### src/rtl/mem_arb_pkg.sv
// rtl/mem_arb_pkg.sv - shared state and grant encodings for the memory port arbiter
//   IDLE/BUSY/DONE  : arbiter FSM states
//   GNT_*           : grant codes driven on the grant port
//   TIMER_W         : width of the watchdog counter
package mem_arb_pkg;

  typedef enum logic [1:0] {
    IDLE = 2'd0,
    BUSY = 2'd1,
    DONE = 2'd2
  } arb_state_t;

  localparam logic [1:0] GNT_NONE = 2'b00;
  localparam logic [1:0] GNT_CPU  = 2'b01;
  localparam logic [1:0] GNT_LD   = 2'b10;

  localparam int TIMER_W = 8;

endpackage

### src/rtl/mem_arb_timer.sv
// rtl/mem_arb_timer.sv - clear/enable watchdog counter with terminal-count flag
//   clk, reset : clock, synchronous active-high reset
//   clear      : restart the count at zero (wins over enable)
//   enable     : advance the count by one this cycle
//   tc         : count has reached TIMEOUT-1
module mem_arb_timer
  import mem_arb_pkg::*;
#(
  parameter int TIMEOUT = 15
) (
  input  logic clk,
  input  logic reset,
  input  logic clear,
  input  logic enable,
  output logic tc
);

  logic [TIMER_W-1:0] count;

  always_ff @(posedge clk) begin
    if (reset) begin
      count <= '0;
    end else if (clear) begin
      count <= '0;
    end else if (enable) begin
      count <= count + TIMER_W'(1);
    end
  end

  assign tc = (count == TIMER_W'(TIMEOUT - 1));

endmodule

### src/rtl/mem_port_arbiter.sv
// rtl/mem_port_arbiter.sv - two-port (CPU / loader) arbiter onto one variable-latency memory
//   clk, reset                          : clock, synchronous active-high reset
//   cpu_req/we/addr/wdata -> cpu_ready/rdata : CPU port, req held until ready
//   ld_req/we/addr/wdata  -> ld_ready/rdata  : loader port, same handshake
//   mem_req/we/addr/wdata <- mem_ack/rdata   : memory side, req held until ack or abort
//   err                                 : pulses with ready when the access was aborted
//   grant                               : current owner (00 none, 01 CPU, 10 loader)
module mem_port_arbiter
  import mem_arb_pkg::*;
#(
  parameter int AW           = 32,
  parameter int DW           = 32,
  parameter int STARVE_LIMIT = 4,
  parameter int TIMEOUT      = 15
) (
  input  logic          clk,
  input  logic          reset,
  input  logic          cpu_req,
  input  logic          cpu_we,
  input  logic [AW-1:0] cpu_addr,
  input  logic [DW-1:0] cpu_wdata,
  output logic          cpu_ready,
  output logic [DW-1:0] cpu_rdata,
  input  logic          ld_req,
  input  logic          ld_we,
  input  logic [AW-1:0] ld_addr,
  input  logic [DW-1:0] ld_wdata,
  output logic          ld_ready,
  output logic [DW-1:0] ld_rdata,
  output logic          mem_req,
  output logic          mem_we,
  output logic [AW-1:0] mem_addr,
  output logic [DW-1:0] mem_wdata,
  input  logic          mem_ack,
  input  logic [DW-1:0] mem_rdata,
  output logic          err,
  output logic [1:0]    grant
);

  localparam logic [3:0] STARVE_MAX = 4'(STARVE_LIMIT);

  arb_state_t    state, state_d;
  logic [3:0]    starve_cnt, starve_d;
  logic          mem_req_d, mem_we_d;
  logic [AW-1:0] mem_addr_d;
  logic [DW-1:0] mem_wdata_d, cpu_rdata_d, ld_rdata_d;
  logic          cpu_ready_d, ld_ready_d, err_d;
  logic [1:0]    grant_d;
  logic          timer_clear, timer_enable, timer_tc;
  logic          pick_ld;

  mem_arb_timer #(.TIMEOUT(TIMEOUT)) u_timer (
    .clk    (clk),
    .reset  (reset),
    .clear  (timer_clear),
    .enable (timer_enable),
    .tc     (timer_tc)
  );

  always_comb begin
    state_d      = state;
    starve_d     = starve_cnt;
    mem_req_d    = mem_req;
    mem_we_d     = mem_we;
    mem_addr_d   = mem_addr;
    mem_wdata_d  = mem_wdata;
    cpu_rdata_d  = cpu_rdata;
    ld_rdata_d   = ld_rdata;
    cpu_ready_d  = 1'b0;
    ld_ready_d   = 1'b0;
    err_d        = 1'b0;
    grant_d      = grant;
    timer_clear  = 1'b0;
    timer_enable = 1'b0;
    // Loader goes through when alone, or when the CPU has beaten it STARVE_LIMIT times in a row.
    pick_ld      = ld_req && (!cpu_req || starve_cnt == STARVE_MAX);

    case (state)
      IDLE: begin
        if (cpu_req || ld_req) begin
          state_d     = BUSY;
          mem_req_d   = 1'b1;
          timer_clear = 1'b1;
          grant_d     = pick_ld ? GNT_LD   : GNT_CPU;
          mem_we_d    = pick_ld ? ld_we    : cpu_we;
          mem_addr_d  = pick_ld ? ld_addr  : cpu_addr;
          mem_wdata_d = pick_ld ? ld_wdata : cpu_wdata;
        end
        // Only a CPU win over a waiting loader counts towards starvation.
        if (!ld_req || pick_ld) begin
          starve_d = '0;
        end else if (starve_cnt != STARVE_MAX) begin
          starve_d = starve_cnt + 4'd1;
        end
      end

      BUSY: begin
        timer_enable = 1'b1;
        // An ack on the terminal cycle still counts as a normal completion.
        if (mem_ack || timer_tc) begin
          state_d   = DONE;
          mem_req_d = 1'b0;
          err_d     = !mem_ack;
          if (grant == GNT_CPU) begin
            cpu_ready_d = 1'b1;
            if (!mem_we) cpu_rdata_d = mem_ack ? mem_rdata : '0;
          end else if (grant == GNT_LD) begin
            ld_ready_d = 1'b1;
            if (!mem_we) ld_rdata_d = mem_ack ? mem_rdata : '0;
          end
        end
      end

      DONE: begin
        state_d = IDLE;
        grant_d = GNT_NONE;
      end

      default: begin
        state_d = IDLE;
        grant_d = GNT_NONE;
      end
    endcase
  end

  always_ff @(posedge clk) begin
    if (reset) begin
      state      <= IDLE;
      starve_cnt <= '0;
      mem_req    <= 1'b0;
      mem_we     <= 1'b0;
      mem_addr   <= '0;
      mem_wdata  <= '0;
      cpu_rdata  <= '0;
      ld_rdata   <= '0;
      cpu_ready  <= 1'b0;
      ld_ready   <= 1'b0;
      err        <= 1'b0;
      grant      <= GNT_NONE;
    end else begin
      state      <= state_d;
      starve_cnt <= starve_d;
      mem_req    <= mem_req_d;
      mem_we     <= mem_we_d;
      mem_addr   <= mem_addr_d;
      mem_wdata  <= mem_wdata_d;
      cpu_rdata  <= cpu_rdata_d;
      ld_rdata   <= ld_rdata_d;
      cpu_ready  <= cpu_ready_d;
      ld_ready   <= ld_ready_d;
      err        <= err_d;
      grant      <= grant_d;
    end
  end

endmodule

### config.mk
export PLATFORM = sky130hd
export DESIGN_NAME = mem_port_arbiter
export DESIGN_NICKNAME = d
export VERILOG_FILES = /design/src/rtl/mem_arb_pkg.sv /design/src/rtl/mem_arb_timer.sv /design/src/rtl/mem_port_arbiter.sv
export SDC_FILE = /design/constraint.sdc
export NUM_CORES = 1
export LEC_CHECK = 0
export BUFFER_PORTS_ARGS = -buffer_cell sky130_fd_sc_hd__clkbuf_2
export CELL_PAD_IN_SITES_DETAIL_PLACEMENT = 1
export CELL_PAD_IN_SITES_GLOBAL_PLACEMENT = 1
export CORE_MARGIN = 2
export CORE_UTILIZATION = 30
export CTS_CLUSTER_SIZE = 20
export DETAILED_ROUTE_END_ITERATION = 8
export GPL_ROUTABILITY_DRIVEN = 1
export PLACE_DENSITY_LB_ADDON = 0.1
export SETUP_SLACK_MARGIN = 0.02
export SLEW_MARGIN = 5
export SYNTH_ARGS = -nofsm -noshare
export SYNTH_HDL_FRONTEND = slang
export SYNTH_SLANG_ARGS = --single-unit
### constraint.sdc
create_clock -name clk -period 2.3 [get_ports clk]
set_input_delay 0.46 -clock clk [delete_from_list [all_inputs] [get_ports clk]]
set_output_delay 0.46 -clock clk [all_outputs]
set_load 0.02 [all_outputs]
==> impl_metrics.py, run 1 <==
metrics = {
    "detailed_routing": {
        "drt_iter0_drc": 444,
        "route.detailed.drc": 0,
        "routed_via_density": 5.757,
        "num_vias": 6833,
        "routedWlPerCell_um": 21.19,
        "ant_nets": 0,
        "routed_wl_um": 25160,
        "drt-pass1-iter-count": 4,
    },
    "die": {
        "die_w_um": 154.0,
        "ios": 302,
        "start_util": 0.3074,
        "die-height_um": 154.0,
        "num_rows": 54,
        "coreArea_um2": 21960,
        "die_area_um2": 23710,
    },
    "place": {
        "gp_congestion": 0.7871,
        "port-buffer-count": 301,
        "place_hpwl_um": 17040,
        "dp_cells": 1156,
    },
    "synthesis": {
        "yosys.area.top_type": "dfxtp_1",
        "synthMuxAreaShare": 0,
        "synth_top_area_share": 0.4420,
        "synth-seq-cells": 149,
        "synth-compound-area-share": 0.3860,
        "yosys_warnings": 0,
        "synthFlopType": "dfxtp_1",
        "syn-num-nets": 822,
        "synthCells": 651,
        "synthAdderAreaFrac": 0.007416,
        "synth_area_leaders": "dfxtp_1 44%, a221o_1 9.6%, o211a_1 9.6%",
        "synth_xor_area_frac": 0.001298,
        "synth_area_um2": 6749,
        "ys_async_sr_fraction": 0,
        "synth_top_family_by_area": "compound AO/OA/AOI/OAI gates",
        "synth_edf_count": 0,
        "synth_cell_types": 45,
        "seq_area_frac_synth": 0.4420,
        "syn_avg_cell_area_um2": 10.37,
        "synthSimpleGateAreaFrac": 0.09344,
    },
    "sta": {
        "setup_viol": 0,
        "tns_ns": 0,
        "grt_setup_unrepaired": "false",
        "hold_violations": 0,
        "period_share": 0.8638,
        "tightest_slew_ns": 0.8303,
        "slew_violations": 0,
        "period_needed_ns": 1.987,
        "fin_hold_ws_ns": 0.2605,
        "finClkSkew_ns": 0.01469,
        "maxSlewHeadroom": 0.4464,
        "fmax_ghz": 0.5033,
    },
    "worst_setup_path": {
        "path_max_fanout": 65,
        "timing.rr.start": "starve_cnt[0]",
        "critPathLaunch": "starve_cnt[0]",
        "path_cells": "inv_1, ha_1, nand3b_4, o2111a_2, buf_4, a221o_1",
        "crit_type": "flip-flop to flip-flop",
        "critical_path_arrival_ns": 2.35,
        "max_stage_delay_ns": 0.55,
        "cp_slowest_cell": "buf_4",
        "critPathTopFamily": "buffers and inverters",
        "cp-start-kind": "flip-flop",
        "path_buf_inv": 2,
        "end_kind": "flip-flop",
        "required_ns": 2.66,
    },
    "grt": {
        "grt_pass1_wl_um": 39580,
        "grt_max_degree": 97,
        "grt_util_all_layers": 0.2066,
        "grt_pass1_vias": 7023,
        "grt_overflow": 0,
        "grt_antenna_before_repair": 0,
    },
    "pwr": {
        "comb_power_share": 0.168,
        "switchingPower_uw": 1986,
        "cellPowerDensity_nw_per_um2": 767.2,
        "clockPowerShare": 0.422,
        "pwr-share-seq": 0.409,
        "finalPower_uw": 6894,
        "ir_drop_uv": 474.2,
        "leakage_uw": 0.004435,
        "intPower_uw": 4908,
        "switching_share": 0.2881,
    },
    "final_layout": {
        "instances_no_fill": 1187,
        "layout_commonest_cell": "clkbuf_2",
        "diodes": 0,
        "layout-drive-gt1-share": 0.3947,
        "final_cell_mix": "301 x clkbuf_2, 149 x dfxtp_1, 65 x o211a_1, 65 x a221o_1, 63 x a41oi_1",
        "nets": 1066,
        "syn_to_final_growth_pct": 33.15,
        "fillers": 2530,
    },
    "flow_run": {
        "maxCapViolCount": 0,
    },
    "cts": {
        "hold_buffers": 0,
        "cts_setup_buffers": 0,
        "cts_tree": "done",
        "cts_resized": 0,
        "cts_sinks": 149,
        "root_buffer": "clkbuf_16",
        "clk-insertion-delay-late_ns": 0.42,
        "clkSlewWorstSetupHoldPaths_ns": 0.07,
        "cts-htree-levels": 4,
        "cts-buffers-inserted": 17,
        "cts_buffer_depth": 2,
    },
    "min_path": {
        "worstHoldStart": "cpu_wdata[23]",
        "hp-class": "input port to flip-flop",
    },
    "status": {
        "status": "finished clean",
    },
}
routing by layer:
layer	vias to the layer above	share of wire	GRT usage
li1	3180	-	-
met1	3358	0.41	0.2501
met2	259	0.49	0.3457
met3	36	0.077	0.06793
met4	0	0.024	0.06898
met5	-	0	0
final timing paths:
| check | end | slack [ns] | depth (start not counted) |
|---|---|---|---|
| worst max-delay path | mem_addr[9] | 0.31 | 6 |
| worst min-delay path | mem_wdata[23] | 0.26 | 2 |
| worst max register to register | mem_addr[9] | 0.31 | 6 |
| worst min register to register | u_timer.count[7] | 0.48 | 2 |
stage by stage:
step	instance area [um2]	util	setup slack, ns
5_1_grt	8986	0.4092	0.1943
3_5_place_dp	8381	0.3817	0.2704
4_1_cts	8986	0.4092	0.3193
6_report	8986	0.4092	0.3132
2_1_floorplan	6749	-	0.6313
3_3_place_gp	8381	0.3817	0.3626
layout make-up:
type | count | area, um2 | area share
Sequential cell | 149 | 2983 | 0.3319
Timing Repair Buffer | 314 | 1692 | 0.1882
Clock buffer | 20 | 456.7 | 0.05082
Inverter | 7 | 26.28 | 0.002924
Tap cell | 280 | 350.3 | 0.03899
Clock inverter | 11 | 148.9 | 0.01657
Multi-Input combinational cell | 406 | 3329 | 0.3705
sequential cells by signal, indices dropped and copies added (netlist names):
name           flops
cpu_rdata         32
ld_rdata          32
mem_addr          32
mem_wdata         32
u_timer.count      8
starve_cnt         4
grant              2
state              2
cpu_ready          1
err                1
ld_ready           1
mem_req            1
mem_we             1
power by group through the flow:
stage               registers [uW]  clock network, uW  logic [uW]
finish                        2820               2910        1160
global route                  2840               3100        1250
CTS                           2820               2990        1170
detailed placement            2880                  0        1170
global placement              2870                  0        1140
floorplan                     3020                  0         541
worst reg2reg max path: cells and delay by family, from the launching register on:
family                     cells  cell delay (ns)
and+or+nand+nor                1             0.14
buffers and inverters          2             0.63
AOI/OAI and AO/OA              2             0.53
adders and majority gates      1             0.23
DFF                            1             0.39
cell families (layout without fill, tap and decap cells):
| logic type | Yosys count | count (layout) |
|---|---|---|
| AO/OA/AOI/OAI | 288 | 288 |
| XOR/XNOR | 1 | 1 |
| adder cells (fa/ha/maj) | 4 | 4 |
| buffers and inverters | 96 | 352 |
| flip-flops | 149 | 149 |
| AND/OR/NAND/NOR | 113 | 113 |
synth_stat cells, drive strengths merged, types with 2 or more instances:
library cell	instances
a221o	65
a41oi	63
o211ai	3
or4	2
o21ai	4
nand2	39
nor2	6
dfxtp	149
a21oi	10
clkbuf	44
nor2b	4
or3	3
buf	45
nand4b	3
nand2b	3
and4b	2
a211oi	35
a311oi	32
and3	31
nand3b	2
nand3	6
nand4	4
nor4	2
o211a	65
a31oi	2
ha	4
inv	7
nor3b	3
o21ba	2
Power figures use the tool's default switching activity.
==> run 2: changes to the inputs <==
--- a/config.mk
+++ b/config.mk
@@ -9,7 +9,7 @@
 export CELL_PAD_IN_SITES_DETAIL_PLACEMENT = 1
 export CELL_PAD_IN_SITES_GLOBAL_PLACEMENT = 1
 export CORE_MARGIN = 2
-export CORE_UTILIZATION = 30
+export CORE_UTILIZATION = 35
 export CTS_CLUSTER_SIZE = 20
 export DETAILED_ROUTE_END_ITERATION = 8
 export GPL_ROUTABILITY_DRIVEN = 1
==> impl_metrics.py, run 2 (synthesis results as in run 1) <==
metrics = {
    "status": {
        "status": "finished clean",
    },
    "sta": {
        "finClkSkew_ns": 0.01020,
        "period_share": 0.8731,
        "fin_hold_ws_ns": 0.2496,
        "tightest_slew_ns": 0.8521,
        "slew_violations": 0,
        "period_needed_ns": 2.008,
        "maxSlewHeadroom": 0.4319,
        "hold_violations": 0,
        "fmax_ghz": 0.4980,
        "grt_setup_unrepaired": "false",
        "setup_viol": 0,
        "tns_ns": 0,
    },
    "grt": {
        "grt_overflow": 0,
        "busiest_layer": "met2",
        "grt_antenna_before_repair": 0,
        "met2_usage": 0.4269,
        "met1_usage": 0.2723,
        "grt_pass1_vias": 7070,
        "grt_util_met3": 0.08048,
        "grt_max_degree": 73,
        "grt_pass1_wl_um": 39270,
        "grt_util_all_layers": 0.2441,
    },
    "place": {
        "dp_cells": 1142,
        "gp_congestion": 0.8051,
        "place_hpwl_um": 17610,
        "port-buffer-count": 301,
    },
    "final_layout": {
        "syn_to_final_growth_pct": 33.56,
        "nets": 1072,
        "fillers": 2188,
        "final_core_util": 0.4787,
        "layout_commonest_cell": "clkbuf_2",
        "diodes": 0,
        "seq_area_um2": 2983,
        "multiInputGateArea_um2": 3329,
        "instances_no_fill": 1174,
        "layout-drive-gt1-share": 0.3982,
        "final_cell_mix": "301 x clkbuf_2, 149 x dfxtp_1, 65 x o211a_1, 65 x a221o_1, 63 x a41oi_1",
    },
    "die": {
        "die_area_um2": 20410,
        "coreArea_um2": 18830,
        "num_rows": 50,
        "start_util": 0.3584,
        "die-height_um": 142.9,
        "die_w_um": 142.9,
        "ios": 302,
    },
    "cts": {
        "cts-htree-levels": 4,
        "cts_setup_buffers": 0,
        "hold_buffers": 0,
        "cts_tree": "done",
        "cts_resized": 0,
        "clk-insertion-delay-late_ns": 0.43,
        "cts-buffers-inserted": 17,
        "cts_sinks": 149,
        "root_buffer": "clkbuf_16",
        "clkSlewWorstSetupHoldPaths_ns": 0.06,
        "cts_buffer_depth": 2,
    },
    "worst_setup_path": {
        "crit_type": "flip-flop to flip-flop",
        "cp_slowest_cell": "buf_4",
        "reg2reg_slack_ns": 0.29,
        "critPathTopFamily": "buffers and inverters",
        "critical_path_arrival_ns": 2.37,
        "required_ns": 2.66,
        "path_cells": "inv_1, ha_1, nand3b_4, o2111a_2, buf_4, a221o_1",
        "max_stage_delay_ns": 0.57,
        "path_max_fanout": 65,
        "cp-start-kind": "flip-flop",
        "end_kind": "flip-flop",
        "path_buf_inv": 2,
    },
    "flow_run": {
        "maxCapViolCount": 0,
    },
    "detailed_routing": {
        "routed_wl_um": 25440,
        "drt-pass1-iter-count": 5,
        "drt_iter0_drc": 358,
        "route.detailed.drc": 0,
        "routed_via_density": 5.850,
        "num_vias": 6868,
        "routedWlPerCell_um": 21.67,
        "ant_nets": 0,
    },
    "min_path": {
        "hp-class": "input port to flip-flop",
    },
    "pwr": {
        "leakage_uw": 0.004450,
        "finalPower_uw": 6809,
        "ir_drop_uv": 537.2,
        "cellPowerDensity_nw_per_um2": 755.5,
    },
}
==> run 2: cell count changes in the layout (fill, tap and decap cells not counted), sizes merged <==
cell / delta
bufinv: -1
clkinvlp: +3
buf: +6
inv: -2
clkbuf: +1
==> run 2: power by group <==
part	internal, uW	switching (uW)	total, uW
registers	2730	97.5	2820
clock network	1650	1130	2780
logic	446	757	1200
total	4830	1980	6810
==> run 2: routing by layer <==
layer / vias up / routed length [um]
li1: 3191 / -
met1: 3379 / 9921
met2: 258 / 12830
met3: 40 / 1874
met4: 0 / 812
met5: - / 0
==> run 2: path summary, 6_finish.rpt <==
| path | start | endpoint | cells after the start |
|---|---|---|---|
| setup / recovery | starve_cnt[0] | mem_addr[17] | 6 |
| hold / removal | cpu_addr[0] | mem_addr[0] | 2 |
| setup reg to reg | starve_cnt[0] | mem_addr[17] | 6 |
| hold reg to reg | u_timer.count[7] | u_timer.count[7] | 2 |
==> run 2: worst register-to-register path, delay by kind of cell, from the launching register on <==
family	cells	cell delay [ns]
buffers and inverters	2	0.67
AOI/OAI and AO/OA	2	0.51
DFF	1	0.40
adders and majority gates	1	0.23
and+or+nand+nor	1	0.14
==> run 2: cell type report <==
class,count,share of cell area
multi-input combinational,406,0.3694
clock inverter,11,0.01416
inverter,7,0.002915
clock buffer,21,0.05108
sequential,149,0.3309
timing repair buffer,320,0.1954
tap,260,0.03609
==> run 2: metrics by stage <==
step                setup slack, ns  area (um2)
floorplan                    0.6313        6749
global placement             0.4069        8426
detailed placement           0.3094        8426
CTS                          0.2995        9014
global route                 0.1809        9014
finish                       0.2919        9014
